`src/rtl/mem_stage_sram.sv`:
```
// mem_stage_sram: MEM stage of the 5-stage ARM pipeline. Each LDR/STR becomes
// two 16-bit SRAM accesses (low half, then high half). Each access lasts
// WAIT_CYCLES cycles. The pipeline is frozen while the access runs.
// Optional build macro MEM_RANGE_CHECK_EN enables address checking and the
// sticky err flag.
module mem_stage_sram #(
  parameter int N           = 32,
  parameter int AW          = 18,
  parameter int WAIT_CYCLES = 2,
  parameter int BASE        = 1024
) (
  input  logic          clk,
  input  logic          rst,
  input  logic          WB_ENIn,
  input  logic          MEM_R_ENIn,
  input  logic          MEM_W_ENIn,
  input  logic [3:0]    DestIn,
  input  logic [N-1:0]  ALU_ResIn,
  input  logic [N-1:0]  Val_RmIn,
  output logic          WB_ENOut,
  output logic          MEM_R_ENOut,
  output logic [3:0]    DestOut,
  output logic [N-1:0]  ALU_ResOut,
  output logic [N-1:0]  DataMemoryOut,
  output logic          ready,
  output logic          err,
  output logic [AW-1:0] sram_addr,
  output logic [15:0]   sram_dq_out,
  input  logic [15:0]   sram_dq_in,
  output logic          sram_dq_oe,
  output logic          sram_we_n
);

  typedef enum logic [2:0] {
    S_IDLE, S_RD_LO, S_RD_HI, S_WR_LO, S_WR_HI, S_DONE
  } state_t;

  localparam logic [N-1:0] L_BASE  = N'(BASE);
  localparam logic [3:0]   L_WLOAD = 4'(WAIT_CYCLES - 1);

  state_t        r_state;
  state_t        w_next;
  logic [3:0]    r_cnt;
  logic [N-1:0]  r_data;
  logic [N-1:0]  w_off;
  logic          w_req;
  logic          w_bad;
  logic          w_hi;
  logic          w_last;

  assign WB_ENOut      = WB_ENIn;
  assign MEM_R_ENOut   = MEM_R_ENIn;
  assign DestOut       = DestIn;
  assign ALU_ResOut    = ALU_ResIn;
  assign DataMemoryOut = r_data;

  assign w_req  = MEM_R_ENIn | MEM_W_ENIn;
  assign w_off  = ALU_ResIn - L_BASE;
  assign w_last = (r_cnt == '0);
  assign w_hi   = (r_state == S_RD_HI) || (r_state == S_WR_HI);

`ifdef MEM_RANGE_CHECK_EN
  assign w_bad = (ALU_ResIn < L_BASE) || (w_off[1:0] != 2'b00) || (|w_off[N-1:AW+1]);
`else
  logic w_unused_off;
  assign w_unused_off = ^{w_off[N-1:AW+1], w_off[1:0]};
  assign w_bad        = 1'b0;
`endif

  // State register
  always_ff @(posedge clk or negedge rst) begin
    if (!rst) r_state <= S_IDLE;
    else      r_state <= w_next;
  end

  // Wait counter: reload on every state change, count down while the state holds
  always_ff @(posedge clk or negedge rst) begin
    if (!rst)                  r_cnt <= '0;
    else if (w_next != r_state) r_cnt <= L_WLOAD;
    else if (!w_last)           r_cnt <= r_cnt - 4'd1;
  end

  // Next-state logic; a read wins over a simultaneous write
  always_comb begin
    w_next = r_state;
    case (r_state)
      S_IDLE: begin
        if (w_req) begin
          if (w_bad)           w_next = S_DONE;
          else if (MEM_R_ENIn) w_next = S_RD_LO;
          else                 w_next = S_WR_LO;
        end
      end
      S_RD_LO: if (w_last) w_next = S_RD_HI;
      S_RD_HI: if (w_last) w_next = S_DONE;
      S_WR_LO: if (w_last) w_next = S_WR_HI;
      S_WR_HI: if (w_last) w_next = S_DONE;
      S_DONE:  w_next = S_IDLE;
      default: w_next = S_IDLE;
    endcase
  end

  // Handshake and SRAM pin drive
  always_comb begin
    ready       = ((r_state == S_IDLE) && !w_req) || (r_state == S_DONE);
    sram_we_n   = 1'b1;
    sram_dq_oe  = 1'b0;
    sram_dq_out = '0;
    sram_addr   = '0;
    if (rst) sram_addr = {w_off[AW:2], w_hi};
    if (r_state == S_WR_LO) begin
      sram_we_n   = 1'b0;
      sram_dq_oe  = 1'b1;
      sram_dq_out = Val_RmIn[15:0];
    end else if (r_state == S_WR_HI) begin
      sram_we_n   = 1'b0;
      sram_dq_oe  = 1'b1;
      sram_dq_out = Val_RmIn[31:16];
    end
  end

  // Load data register: each half is captured on the last wait cycle of its phase
  always_ff @(posedge clk or negedge rst) begin
    if (!rst) begin
      r_data <= '0;
    end else if (r_state == S_RD_LO && w_last) begin
      r_data[15:0] <= sram_dq_in;
    end else if (r_state == S_RD_HI && w_last) begin
      r_data[31:16] <= sram_dq_in;
    end else if (r_state == S_IDLE && MEM_R_ENIn && w_bad) begin
      r_data <= '0;
    end
  end

`ifdef MEM_RANGE_CHECK_EN
  logic r_err;
  // Sticky error flag, cleared only by reset
  always_ff @(posedge clk or negedge rst) begin
    if (!rst)                                r_err <= 1'b0;
    else if (r_state == S_IDLE && w_req && w_bad) r_err <= 1'b1;
  end
  assign err = r_err;
`else
  assign err = 1'b0;
`endif

endmodule

```
`config.mk`:
```
export PLATFORM = sky130hd
export DESIGN_NAME = mem_stage_sram
export DESIGN_NICKNAME = d
export VERILOG_FILES = /design/src/rtl/mem_stage_sram.sv
export SDC_FILE = /design/constraint.sdc
export NUM_CORES = 1
export LEC_CHECK = 0
export CAP_MARGIN = 0
export CORE_MARGIN = 3
export CORE_UTILIZATION = 33
export CTS_BUF_LIST = sky130_fd_sc_hd__clkbuf_16
export DETAILED_ROUTE_END_ITERATION = 12
export HOLD_SLACK_MARGIN = 0.05
export PLACE_DENSITY = 0.88
export SETUP_SLACK_MARGIN = 0.2
export SLEW_MARGIN = 20
export SYNTH_ARGS = -nofsm -noshare
export SYNTH_HDL_FRONTEND = slang
export SYNTH_SLANG_ARGS = --single-unit
```
`constraint.sdc`:
```
create_clock -name clk -period 2.8 [get_ports clk]
set_input_delay 0.7 -clock clk [delete_from_list [all_inputs] [get_ports clk]]
set_output_delay 0.7 -clock clk [all_outputs]
set_load 0.01 [all_outputs]
```
# Word-level counts from Yosys, hierarchy flattened
# Index checks and enable logic that the tools add are counted.
[totals]
ff_bits = 39
latch_bits = 0
mem_bits_rw = 0
mem_bits_ro = 0
out_inout_bits = 108
wordCells = 40
n_memories = 0
[classes]
n_addsub = 2
mul = 0
n_div = 0
order_cmp = 0
n_eq_ne = 7
shift = 0
muxes = 15
bitwise_logic = 2
n_reduce_logical = 10
[ops]
columns = ["cell", "count"]
rows = [
  ["$mux 16", 2],
  ["$sub 19x11->19 const B", 1],
  ["$mux 18", 1],
  ["$mux 3", 4],
  ["$pmux 3 s4", 1],
  ["$mux 4", 2],
  ["$eq 3x2->1 const B", 2],
  ["$eq 3x3->1 const B", 2],
  ["$logic_not 4->1", 1],
  ["$mux 1", 4],
  ["$sub 4x1->4 const B", 1],
  ["$eq 3x1->1 const B", 1],
  ["$logic_and 1x1->1", 3],
  ["$logic_not 3->1", 1],
  ["$ne 3x3->1", 1],
  ["$logic_or 1x1->1", 2],
  ["$mux 2", 1],
  ["$ne 2x1->1 const B", 1],
  ["$reduce_and 2->1", 1],
  ["$reduce_or 2->1", 1],
  ["$logic_not 1->1", 1],
  ["$not 1->1", 1],
  ["$or 1x1->1", 1],
]

# Logic depth before layout (Yosys ltp)
[depth]
ltp_word = 5
mapped_depth = 7
mapped_depth_nobuf = 5

# Least setup slack after synthesis
# Ideal clock, no wire load.
[synth_timing]
kind = "input port to output port"
startpoint = "input ALU_ResIn[10]"
endpoint = "output sram_addr[17]"
arrival_ns = 2.034
path_slack_ns = 0.066
cell_stages = 5
cell_sequence = "inv_1 -> ha_1 -> or3b_2 -> or4_1 -> a21oi_1"
[synth_between]
elab_chain_len = 2
[synth_rtl]
columns = ["item", "line_no", "source"]
rows = [
  ["start, declared", "18", "input logic [N-1:0] ALU_ResIn,"],
  ["$sub 19x11->19", "58", "assign w_off = ALU_ResIn - L_BASE;"],
  ["$mux 18", "110", "if (rst) sram_addr = {w_off[AW:2], w_hi};"],
  ["end, declared", "27", "output logic [AW-1:0] sram_addr,"],
]
# Every way passes these cells.

# Worst setup path after layout
[layout_timing]
startpoint = "input ALU_ResIn[11]"
endpoint = "output sram_addr[16]"
# Same word-level chain as after synthesis.

==> results.yml <==
sta:
  fin_hold_ws_ns: 0.385
  tightest_slew_ns: 0.501
  final.period_utilization_pct: 99.1
  fmax_ghz: 0.360
  skew_ns: 0.00513
  setup_viol: 0
  hold_viol_final: 0
  relSlewSlack_pct: 66.5
  setup_ws_ns: 0.0259
  min_period_ns: 2.77
  rsz0062_at_grt: "yes"
  slew_violations: 0
clock_network:
  cts_buffer_depth: 2
  cts.clk_slew.worst_paths_ns: 0.06
  htreeDepth: 2
  root_buffer: "clkbuf_16"
  cts_tree: "done"
  cts_inserted_buffers: 5
  clock_latency_ns: 0.28
  cts_hold_buf: 0
  clkSinkCount: 39
synthesis:
  seq_area_frac_synth_pct: 40.1
  synth-main-ff-cell: "dfrtp_1"
  synth_top_area_share_pct: 40.1
  async_flop_share_pct: 100
  synthTopCellsByArea: "dfrtp_1 40%, mux2_4 12%, buf_4 12%, mux2_2 6.0%, a22o_1 5.8%"
  ys_warn_count: 0
  yosys.area.top_type: "dfrtp_1"
  syn_area_per_cell_sq_um: 11.4
  synth_area_sq_mm: 0.00243
  synth_cells: 214
  syn_nets: 305
  synth_common_cells: "39 x buf_4, 39 x dfrtp_1, 20 x mux2_4"
  yosys_register_bits: 39
  yosys.cell_types.count: 40
  synth_edf_count: 0
power:
  p_sw_mw: 1.21
  p_leak_nw: 1.95
  p_seq_share_pct: 27.2
  p_int_mw: 2.60
  clkPwrFrac_pct: 16.6
  power_frac_comb_pct: 56.2
  ir_worst_vdd_mv: 0.353
  swShare_pct: 31.8
  powerDensity_mw_per_mm2: 917
die:
  num_io_pins: 197
  start_util_pct: 34.9
  coreArea_sq_mm: 0.00698
  die_w_um: 91.9
  die_h_um: 91.9
  row_count: 30
  die_area_sq_mm: 0.00844
route:
  wirelength_um: 7030
  post_drt_via_cell_ratio: 4.72
  dr.first_iter.drc_count: 43
  remaining_drc_errors: 0
  wl_per_cell_um: 15.6
  dr.pass1.iters: 4
  num_vias: 2129
  ant_nets: 0
worst_setup_path:
  worstPathMaxFanout: 5
  cp-start-kind: "input port"
  r2r_slack_ns: 0.54
  cp.required_ns: 2.10
  cp-end-kind: "primary output"
  crit_type: "input port to primary output"
  arrival_ns: 2.07
global_routing:
  grt_start_max_net_pins: 33
  grt_pass1_vias: 2256
  grt_pass1_wl_um: 11300
  track_usage_pct: 16.6
  antenna_found_initial: 0
  gr-total-overflow: 0
final_layout:
  area_growth_syn_to_layout_pct: 70.6
  final_cells: 451
  diodes: 0
  fillers: 589
  nets: 445
  drive_gt1_share_pct: 29.0
  fin_util_pct: 59.5
placed_design:
  io_buffers: 155
  place_congestion: 0.724
  preCtsSetupSlack_ns: -0.809
  post-place-cells: 432
  detailed_place_hpwl_um: 5560
status:
  status: "finished, final reports clean"
min_path:
  hold_class: "input port to async pin"
job:
  maxCapViolCount: 0
sequential cells by signal, indices dropped and copies added (netlist names):
name / flops
DataMemoryOut: 32
r_state: 3
r_cnt: 4
worst max-delay path, cell delays in order:
cell     delay (ns)
buf_8          0.10
buf_4          0.13
or4_4          0.50
or3_4          0.38
a21oi_2        0.12
buf_2          0.14
logic make-up after synthesis:
logic type / after synthesis / share of synthesized area, %
AOI/OAI and AO/OA: 35 / 10.8
xor gates and xnor gates: 3 / 1.08
adders and majority gates: 2 / 1.03
buffers and inverters: 55 / 16.5
DFF: 39 / 40.1
muxes: 35 / 19.2
other: 1 / 0.154
and+or+nand+nor: 44 / 11.2
through the flow:
| stage | power [mW] | cell area, sq um | TNS (ns) |
|---|---|---|---|
| 2_1_floorplan | 2.15 | 2440 | 0 |
| 3_3_place_gp | 3.08 | 3850 | -4.05 |
| 6_report | 3.81 | 4150 | 0 |
| 3_5_place_dp | 3.14 | 3850 | -4.36 |
| 5_1_grt | 4.05 | 4150 | -0.0276 |
| 4_1_cts | 3.85 | 4120 | -0.0256 |
repair_timing:
| action | 4_1_cts | 5_1_grt |
|---|---|---|
| pin swaps | 10 | 3 |
| endpoints found under the setup margin | 30 | 14 |
| gates resized for setup | 76 | 13 |
| cloned | 0 | 0 |
| setup buffers | 11 | 0 |
layout make-up:
class / count / area (sq um) / share of cell area (%)
Inverter: 5 / 25.0 / 0.603
Clock inverter: 3 / 43.8 / 1.05
Clock buffer: 5 / 125 / 3.01
Multi-Input combinational cell: 120 / 1120 / 27.0
Tap cell: 96 / 120 / 2.89
Sequential cell: 39 / 978 / 23.6
Timing Repair Buffer: 183 / 1740 / 41.9
cells in the final DEF, fill, tap and decap left out, types with 3 or more instances in the layout:
master / count
clkdlybuf4s50_1: 122
dfrtp_1: 37
buf_4: 25
mux2_4: 20
a22o_1: 16
mux2_2: 13
dlygate4sd2_1: 13
and2_1: 10
nor2_1: 9
buf_2: 7
dlymetal6s2s_1: 6
clkbuf_16: 5
o21ai_0: 4
a21oi_1: 4
buf_6: 4
clkdlybuf4s15_1: 4
nand2_1: 3
routing by layer:
| metal | track usage, % | wire, um |
|---|---|---|
| met2 | 30.0 | 3550 |
| met1 | 18.1 | 2680 |
| met5 | 0 | 0 |
| met4 | 7.92 | 188 |
| met3 | 4.10 | 615 |
final timing paths:
check | endpoint | start | cells after the start
min | r_cnt[0] | rst | 2
max reg2reg | DataMemoryOut[16] | r_cnt[0] | 5
min in group clk | DataMemoryOut[28] | DataMemoryOut[28] | 1
max | sram_addr[16] | ALU_ResIn[11] | 6
min reg2reg | DataMemoryOut[28] | DataMemoryOut[28] | 1
max in group asynchronous | DataMemoryOut[12] | rst | 3
power by group through the flow:
stage | combinational, mW | sequential (mW) | clock (mW)
after floorplan | 1.03 | 1.12 | 0
after global placement | 2.04 | 1.04 | 0
after detailed placement | 2.10 | 1.05 | 0
after CTS | 2.17 | 1.03 | 0.651
after global routing | 2.30 | 1.07 | 0.675
final | 2.14 | 1.04 | 0.632
No activity file was read; power rests on OpenSTA's default activity.
